### src/rtl/alu_issue_stage.sv
// Issue stage for an external combinational ALU: registers one operation, samples the
// ALU outputs one cycle later and holds the result until it is handed off downstream.
//
//   state | meaning
//   ------+-----------------------------------------------------------------
//   IDLE  | no operation in flight, ready for a request
//   EXEC  | operands registered on alu_*, ALU outputs sampled at end of cycle
//   DONE  | result held on out_*; handoff may accept the next request
module alu_issue_stage #(
    parameter int N = 4
) (
    input  logic         clk,
    input  logic         rst,
    input  logic         in_valid,
    output logic         in_ready,
    input  logic [N-1:0] in_a,
    input  logic [N-1:0] in_b,
    input  logic [3:0]   in_control,
    input  logic         in_use_acc,
    output logic [N-1:0] alu_a,
    output logic [N-1:0] alu_b,
    output logic [3:0]   alu_control,
    input  logic [N-1:0] alu_result,
    input  logic         alu_v,
    input  logic         alu_c,
    input  logic         alu_n,
    input  logic         alu_z,
    output logic         out_valid,
    input  logic         out_ready,
    output logic [N-1:0] out_result,
    output logic [3:0]   out_flags,
    output logic         out_illegal,
    output logic [7:0]   op_count
);

    localparam logic [3:0] OP_MAX_LEGAL = 4'd6;

    typedef enum logic [1:0] {
        IDLE = 2'd0,
        EXEC = 2'd1,
        DONE = 2'd2
    } state_t;

    state_t       state;
    state_t       state_nxt;
    logic [N-1:0] acc;
    logic         accept;
    logic         handoff;

    always_ff @(posedge clk) begin
        if (rst) begin
            state <= IDLE;
        end else begin
            state <= state_nxt;
        end
    end

    always_comb begin
        state_nxt = state;
        case (state)
            IDLE: begin
                if (in_valid) begin
                    state_nxt = EXEC;
                end
            end
            EXEC: begin
                state_nxt = DONE;
            end
            DONE: begin
                if (out_ready) begin
                    state_nxt = in_valid ? EXEC : IDLE;
                end
            end
            default: begin
                state_nxt = IDLE;
            end
        endcase
    end

    always_comb begin
        in_ready = 1'b0;
        case (state)
            IDLE:    in_ready = 1'b1;
            DONE:    in_ready = out_ready;
            default: in_ready = 1'b0;
        endcase
    end

    assign accept  = in_valid && in_ready;
    assign handoff = out_valid && out_ready;

    // acc already holds the result being handed off, so a back-to-back accept sees it
    always_ff @(posedge clk) begin
        if (rst) begin
            alu_a       <= '0;
            alu_b       <= '0;
            alu_control <= '0;
            acc         <= '0;
            out_valid   <= 1'b0;
            out_result  <= '0;
            out_flags   <= '0;
            out_illegal <= 1'b0;
            op_count    <= '0;
        end else begin
            if (accept) begin
                alu_a       <= in_use_acc ? acc : in_a;
                alu_b       <= in_b;
                alu_control <= in_control;
            end
            if (state == EXEC) begin
                out_result  <= alu_result;
                acc         <= alu_result;
                out_flags   <= {alu_v, alu_c, alu_n, alu_z};
                out_illegal <= (alu_control > OP_MAX_LEGAL);
                out_valid   <= 1'b1;
            end else if (handoff) begin
                out_valid   <= 1'b0;
            end
            if (handoff) begin
                op_count <= op_count + 8'd1;
            end
        end
    end

endmodule

### config.mk
export PLATFORM = sky130hd
export DESIGN_NAME = alu_issue_stage
export DESIGN_NICKNAME = d
export VERILOG_FILES = /design/src/rtl/alu_issue_stage.sv
export SDC_FILE = /design/constraint.sdc
export NUM_CORES = 1
export LEC_CHECK = 0
export BUFFER_PORTS_ARGS = -buffer_cell sky130_fd_sc_hd__buf_2
export CAP_MARGIN = 20
export CORE_UTILIZATION = 45
export DETAILED_ROUTE_END_ITERATION = 10
export PLACE_DENSITY_LB_ADDON = 0.08
export SYNTH_ARGS = -nofsm -noshare
export SYNTH_HDL_FRONTEND = slang
export SYNTH_SLANG_ARGS = --single-unit
### constraint.sdc
create_clock -name clk -period 2 [get_ports clk]
set_clock_uncertainty 0.05 [all_clocks]
set_input_delay 0.3 -clock clk [delete_from_list [all_inputs] [get_ports clk]]
set_output_delay 0.3 -clock clk [all_outputs]
set_load 0.05 [all_outputs]
==> run summary, run 1 <==
Outcome - finished clean
Number of diodes - 0
Arrival time at the worst endpoint - 1.44 ns
CP required - 1.65 ns
Worst R2R End - out_illegal
Layout area overhead - 26.8%
Hold buffers post-CTS - 0
Main combinational cell family by area after synthesis - compound AO/OA/AOI/OAI gates
Clk_lat worst skew - 0.33 ns
Slew headroom - 0.628
CORE AREA - 2760 µm²
IO Port Bufs - 55
Post-Synth Simple-Gate Area - 0.197
Max Freq - 560 MHz
First-pass GRT wire length - 5.02 mm
Num CTS Buffers - 5
Fin crit period - 1.79 ns
Slowest-stage cell, CP - dfxtp_1
Synthesized area - 1310 µm²
Fin worst setup slack - 0.213 ns
Clock Tree Buf Depth - 2
TritonCTS Sinks - 32
Post-DP HPWL - 2.20 mm
Drt total wl - 3.09 mm
Class of the worst hold path - in2reg
FF-to-FF path depth - 3
Critical Path Fanout Max - 13
Worst-path clk slew - 0.10 ns
Hold Crit Depth - 3
Final Cycle Share - 0.893
Mux cell area share after synthesis - 0.0306
# rows - 19
Hold EP - out_flags[3]
Wire per inst - 13.1 µm
Setup crit start - state[0]
Seq/Total Area, Yosys - 0.489
Crit-path cells - nor2_1 -> buf_2
Power Dens Cells - 797 nW/µm²
DRC Markers - 0
Avg Inst Size Synth - 8.67 µm²
Max-Cap Viols - 0
RSZ-0062 raised after global routing - no
Via count - 1293
DR pass1 iterations - 4
Largest net degree at the start of global routing - 33
Die width - 55.9 µm
Fraction of the mapped netlist area in adder cells - 0.00956
Final Core Density - 0.602
I/O pin count - 56
Reg2Reg Setup Slack - 0.50 ns
Least-Margin Pin Slew - 0.558 ns
Yosys cell types - 25
CP Capture Type - output port
Total track usage - 0.211
Initial DRC count - 27
Critical path type - reg2out
RR Startpoint - state[0]
Setup violators final - 0
Vias in the first global route - 1156
CTS tree - built
Pre-CTS WS - 0.409 ns
Clock root cell - clkbuf_4
Final Hold Vio Count - 0
Routability cong. - 0.710
Avg Vias per Cell - 5.48
Worst setup SP type - flip-flop
Xor/xnor share of the synthesized area - 0.0134
Share of cells above drive strength 1 - 0.327
Syn Inst Count - 151
Die height - 55.9 µm
Synth Warn # - 0
Critical Path Max Stage Delay - 0.45 ns
Mapped Nets - 177
H-Tree Depth - 2
Leak - 0.739 nW
Slew Viols, Final - 0
Post-synthesis compound-gate area fraction - 0.215
Post-CTS setup buffers - 0
Setup TNS Final - 0 ns
Total gr overflow - 0
Post-CTS sizing - 0
# nets final - 230
Starting Density - 0.475
Hold Path Origin - alu_v
Initial antenna violation count - 0
Die ar. - 3130 µm²
VDD IR max - 0.637 mV
Register bit count reported by yosys - 32
Routed Antenna Nets - 0
[layer usage]
| layer | GRT usage | up-vias | routed length [µm] |
|---|---|---|---|
| met3 | 0.0791 | 5 | 194 |
| met1 | 0.246 | 590 | 1280 |
| met5 | 0 | - | 0 |
| met2 | 0.355 | 38 | 1570 |
| met4 | 0.0767 | 0 | 45 |
| li1 | - | 660 | - |
[worst max-delay path: cells and delay by family (launching register included)]
kind	cells	cell delay, ns
flops	1	0.45
simple gates	1	0.33
buf+inv	1	0.33
[state kept, by name, indices dropped and copies added (netlist names)]
signal and count:
out_illegal 1, alu_b 4, out_valid 1, op_count 8, out_flags 4, alu_control 4, alu_a 4, state 2
acc 4
[placed cells by master, fill, tap and decap left out, types with 4 or more instances in the layout]
cell	netlist	routed
buf_2	2	55
dfxtp_1	32	32
a21oi_1	24	24
nand2_1	20	20
o31ai_1	11	11
nand4_1	8	8
nor2_1	5	5
nand3_1	5	5
a311oi_1	5	5
clkbuf_4	0	5
mux2i_1	4	4
a31oi_1	4	4
[cells by family after synthesis]
logic type	after synthesis
buf+inv	15
mux	4
xor+xnor	2
simple gates	51
flops	32
compound gates	46
fa+ha+maj	1
[cell usage after synthesis]
| cell | n | area share |
|---|---|---|
| a21oi_1 | 24 | 0.092 |
| a311oi_1 | 5 | 0.033 |
| a31oi_1 | 4 | 0.019 |
| and2b_1 | 1 | 0.0057 |
| buf_2 | 2 | 0.0076 |
| clkbuf_1 | 10 | 0.029 |
| clkinv_1 | 1 | 0.0029 |
| dfxtp_1 | 32 | 0.49 |
| ha_1 | 1 | 0.0096 |
| inv_1 | 2 | 0.0057 |
| mux2i_1 | 4 | 0.031 |
| nand2_1 | 20 | 0.057 |
| nand2b_1 | 3 | 0.014 |
| nand3_1 | 5 | 0.019 |
| nand3_2 | 1 | 0.0076 |
| nand4_1 | 8 | 0.038 |
| nor2_1 | 5 | 0.014 |
| nor2b_1 | 1 | 0.0048 |
| nor3_1 | 1 | 0.0038 |
| nor4_1 | 1 | 0.0048 |
| o21ai_0 | 2 | 0.0076 |
| o31ai_1 | 11 | 0.063 |
| or3_1 | 2 | 0.0096 |
| or4_1 | 3 | 0.017 |
| xor2_1 | 2 | 0.013 |
[final cells by class]
cell class | instances | area [µm²]
fillers | 258 | 1100
flip-flops and latches | 32 | 641
well taps | 31 | 38.8
multi-input cells | 104 | 609
clock inverters | 2 | 10.0
repair buffers | 58 | 298
inverters | 3 | 11.3
clock buffers | 6 | 51.3
[how the worst max path moves through the flow]
stage,end,slack (ns),depth (start not counted)
5_1_grt,in_ready,0.10,2
4_1_cts,in_ready,0.20,2
3_3_place_gp,in_ready,0.42,4
6_report,in_ready,0.21,2
2_1_floorplan,op_count[6],0.29,4
3_5_place_dp,in_ready,0.41,4
[per-stage QoR]
step | total power [mW] | std cells | hold slack, ns | instance area (µm²)
after detailed placement | 0.956 | 228 | 0.399 | 1600
final | 1.32 | 236 | 0.147 | 1660
after CTS | 1.33 | 236 | 0.141 | 1660
after global routing | 1.39 | 236 | 0.143 | 1660
after global placement | 0.950 | 228 | 0.390 | 1600
after floorplan | 0.884 | 151 | 0.322 | 1310
[power breakdown]
group / leakage (nW) / switching, mW / internal [mW]
clock network: 0.0380 / 0.215 / 0.167
logic: 0.439 / 0.179 / 0.0708
registers: 0.261 / 0.0226 / 0.667
total: 0.739 / 0.416 / 0.905
Power figures use the tool's default switching activity.
==> run 2: changes to the inputs <==
- CORE_UTILIZATION: 45 -> 37
- CTS_BUF_LIST: not set -> sky130_fd_sc_hd__clkbuf_4
==> run summary, run 2 (synthesis gave the netlist of run 1 again) <==
Outcome - finished clean
Slew headroom - 0.565
H-Tree Depth - 2
Routability cong. - 0.754
I/O pin count - 56
Final Hold Vio Count - 0
Vias in the first global route - 1095
CTS tree - built
Slowest-stage cell, CP - dfxtp_1
Post-route cell area - 1660 µm²
Hold buffers post-CTS - 0
Hold Path Origin - alu_result[2]
Slew Viols, Final - 0
FF-to-FF path depth - 3
Wire per inst - 12.4 µm
Hold Crit Depth - 3
Max reg flops - 8
Least-Margin Pin Slew - 0.651 ns
Power, Total - 1.30 mW
IO Port Bufs - 55
Arrival time at the worst endpoint - 1.47 ns
Die height - 61.5 µm
Total gr overflow - 0
RSZ-0062 raised after global routing - no
Via count - 1278
Post-CTS setup buffers - 0
TritonCTS Sinks - 32
Multi-input gate area - 609 µm²
Leak - 0.724 nW
Most frequent cells in the layout - buf_2, dfxtp_1, a21oi_1
Setup violators final - 0
Class of the worst hold path - in2reg
Worst-path clk slew - 0.09 ns
Power Dens Cells - 786 nW/µm²
CORE AREA - 3360 µm²
Register area - 641 µm²
VDD IR max - 0.402 mV
RR Startpoint - state[0]
Routed Antenna Nets - 0
Final Cycle Share - 0.908
Non-filler instance count after layout - 249
Largest net degree at the start of global routing - 33
Post-CTS sizing - 0
Final Core Density - 0.493
Clock root cell - clkbuf_4
Crit-path cells - nor2_1 -> buf_2
WHS - 0.152 ns
Pre-CTS WS - 0.384 ns
First-pass GRT wire length - 4.91 mm
Fillers - 386
Placed insts - 241
Max Freq - 551 MHz
Critical Path Fanout Max - 13
Placed inst area - 1600 µm²
Setup TNS Final - 0 ns
Avg Vias per Cell - 5.13
Initial antenna violation count - 0
CP Capture Type - output port
Share of cells above drive strength 1 - 0.315
DR pass1 iterations - 4
Die width - 61.5 µm
Starting Density - 0.389
Worst setup SP type - flip-flop
Setup crit start - state[0]
Layout area overhead - 26.7%
Most common cell after layout, fill and taps aside - buf_2
DRC Markers - 0
Max-Cap Viols - 0
Critical Path Max Stage Delay - 0.45 ns
Number of diodes - 0
Critical path type - reg2out
Clock Tree Buf Depth - 2
Fin crit period - 1.82 ns
CP required - 1.65 ns
Total track usage - 0.179
Post-DP HPWL - 2.18 mm
Clk_lat worst skew - 0.33 ns
Num CTS Buffers - 5
# rows - 21
Die ar. - 3780 µm²
Largest register by flop count - op_count
Drt total wl - 3.10 mm
# nets final - 228
Initial DRC count - 83
Fin worst setup slack - 0.184 ns
==> run 2: cell count changes in the layout (fill, tap and decap cells not counted) <==
cell	previous run	this run
buf_4	3	1
clkbuf_4	5	7
clkbuf_8	1	0
clkinv_1	1	2
clkinv_2	2	0
==> run 2: worst paths after layout <==
kind / endpoint / slack, ns
hold reg to reg: out_flags[3] / 0.41
hold / removal: acc[2] / 0.15
setup reg to reg: out_flags[2] / 0.42
setup / recovery: in_ready / 0.18
==> run 2: final cells by class <==
| type | count | area share |
|---|---|---|
| Timing Repair Buffer | 56 | 0.171 |
| Multi-Input combinational cell | 104 | 0.368 |
| Tap cell | 46 | 0.0347 |
| Clock buffer | 7 | 0.0317 |
| Inverter | 3 | 0.00679 |
| Clock inverter | 1 | 0.00226 |
| Sequential cell | 32 | 0.386 |
==> run 2: per-layer routing <==
layer	vias to the layer above	track usage	part of all wire
met1	581	0.228	0.46
met2	36	0.276	0.46
met5	-	0	0
met3	5	0.0420	0.063
met4	0	0.105	0.016
li1	656	-	-
==> run 2: where the power goes <==
group | total, mW | internal, mW | leakage (nW) | switching [mW]
logic | 0.246 | 0.0678 | 0.429 | 0.179
clock network | 0.367 | 0.162 | 0.0338 | 0.205
registers | 0.690 | 0.667 | 0.261 | 0.0230
total | 1.30 | 0.897 | 0.724 | 0.407
==> run 2: critical path, delay by kind of cell, from the launching register on <==
kind,cells,cell delay [ns]
simple gates,1,0.35
buf+inv,1,0.33
flops,1,0.45
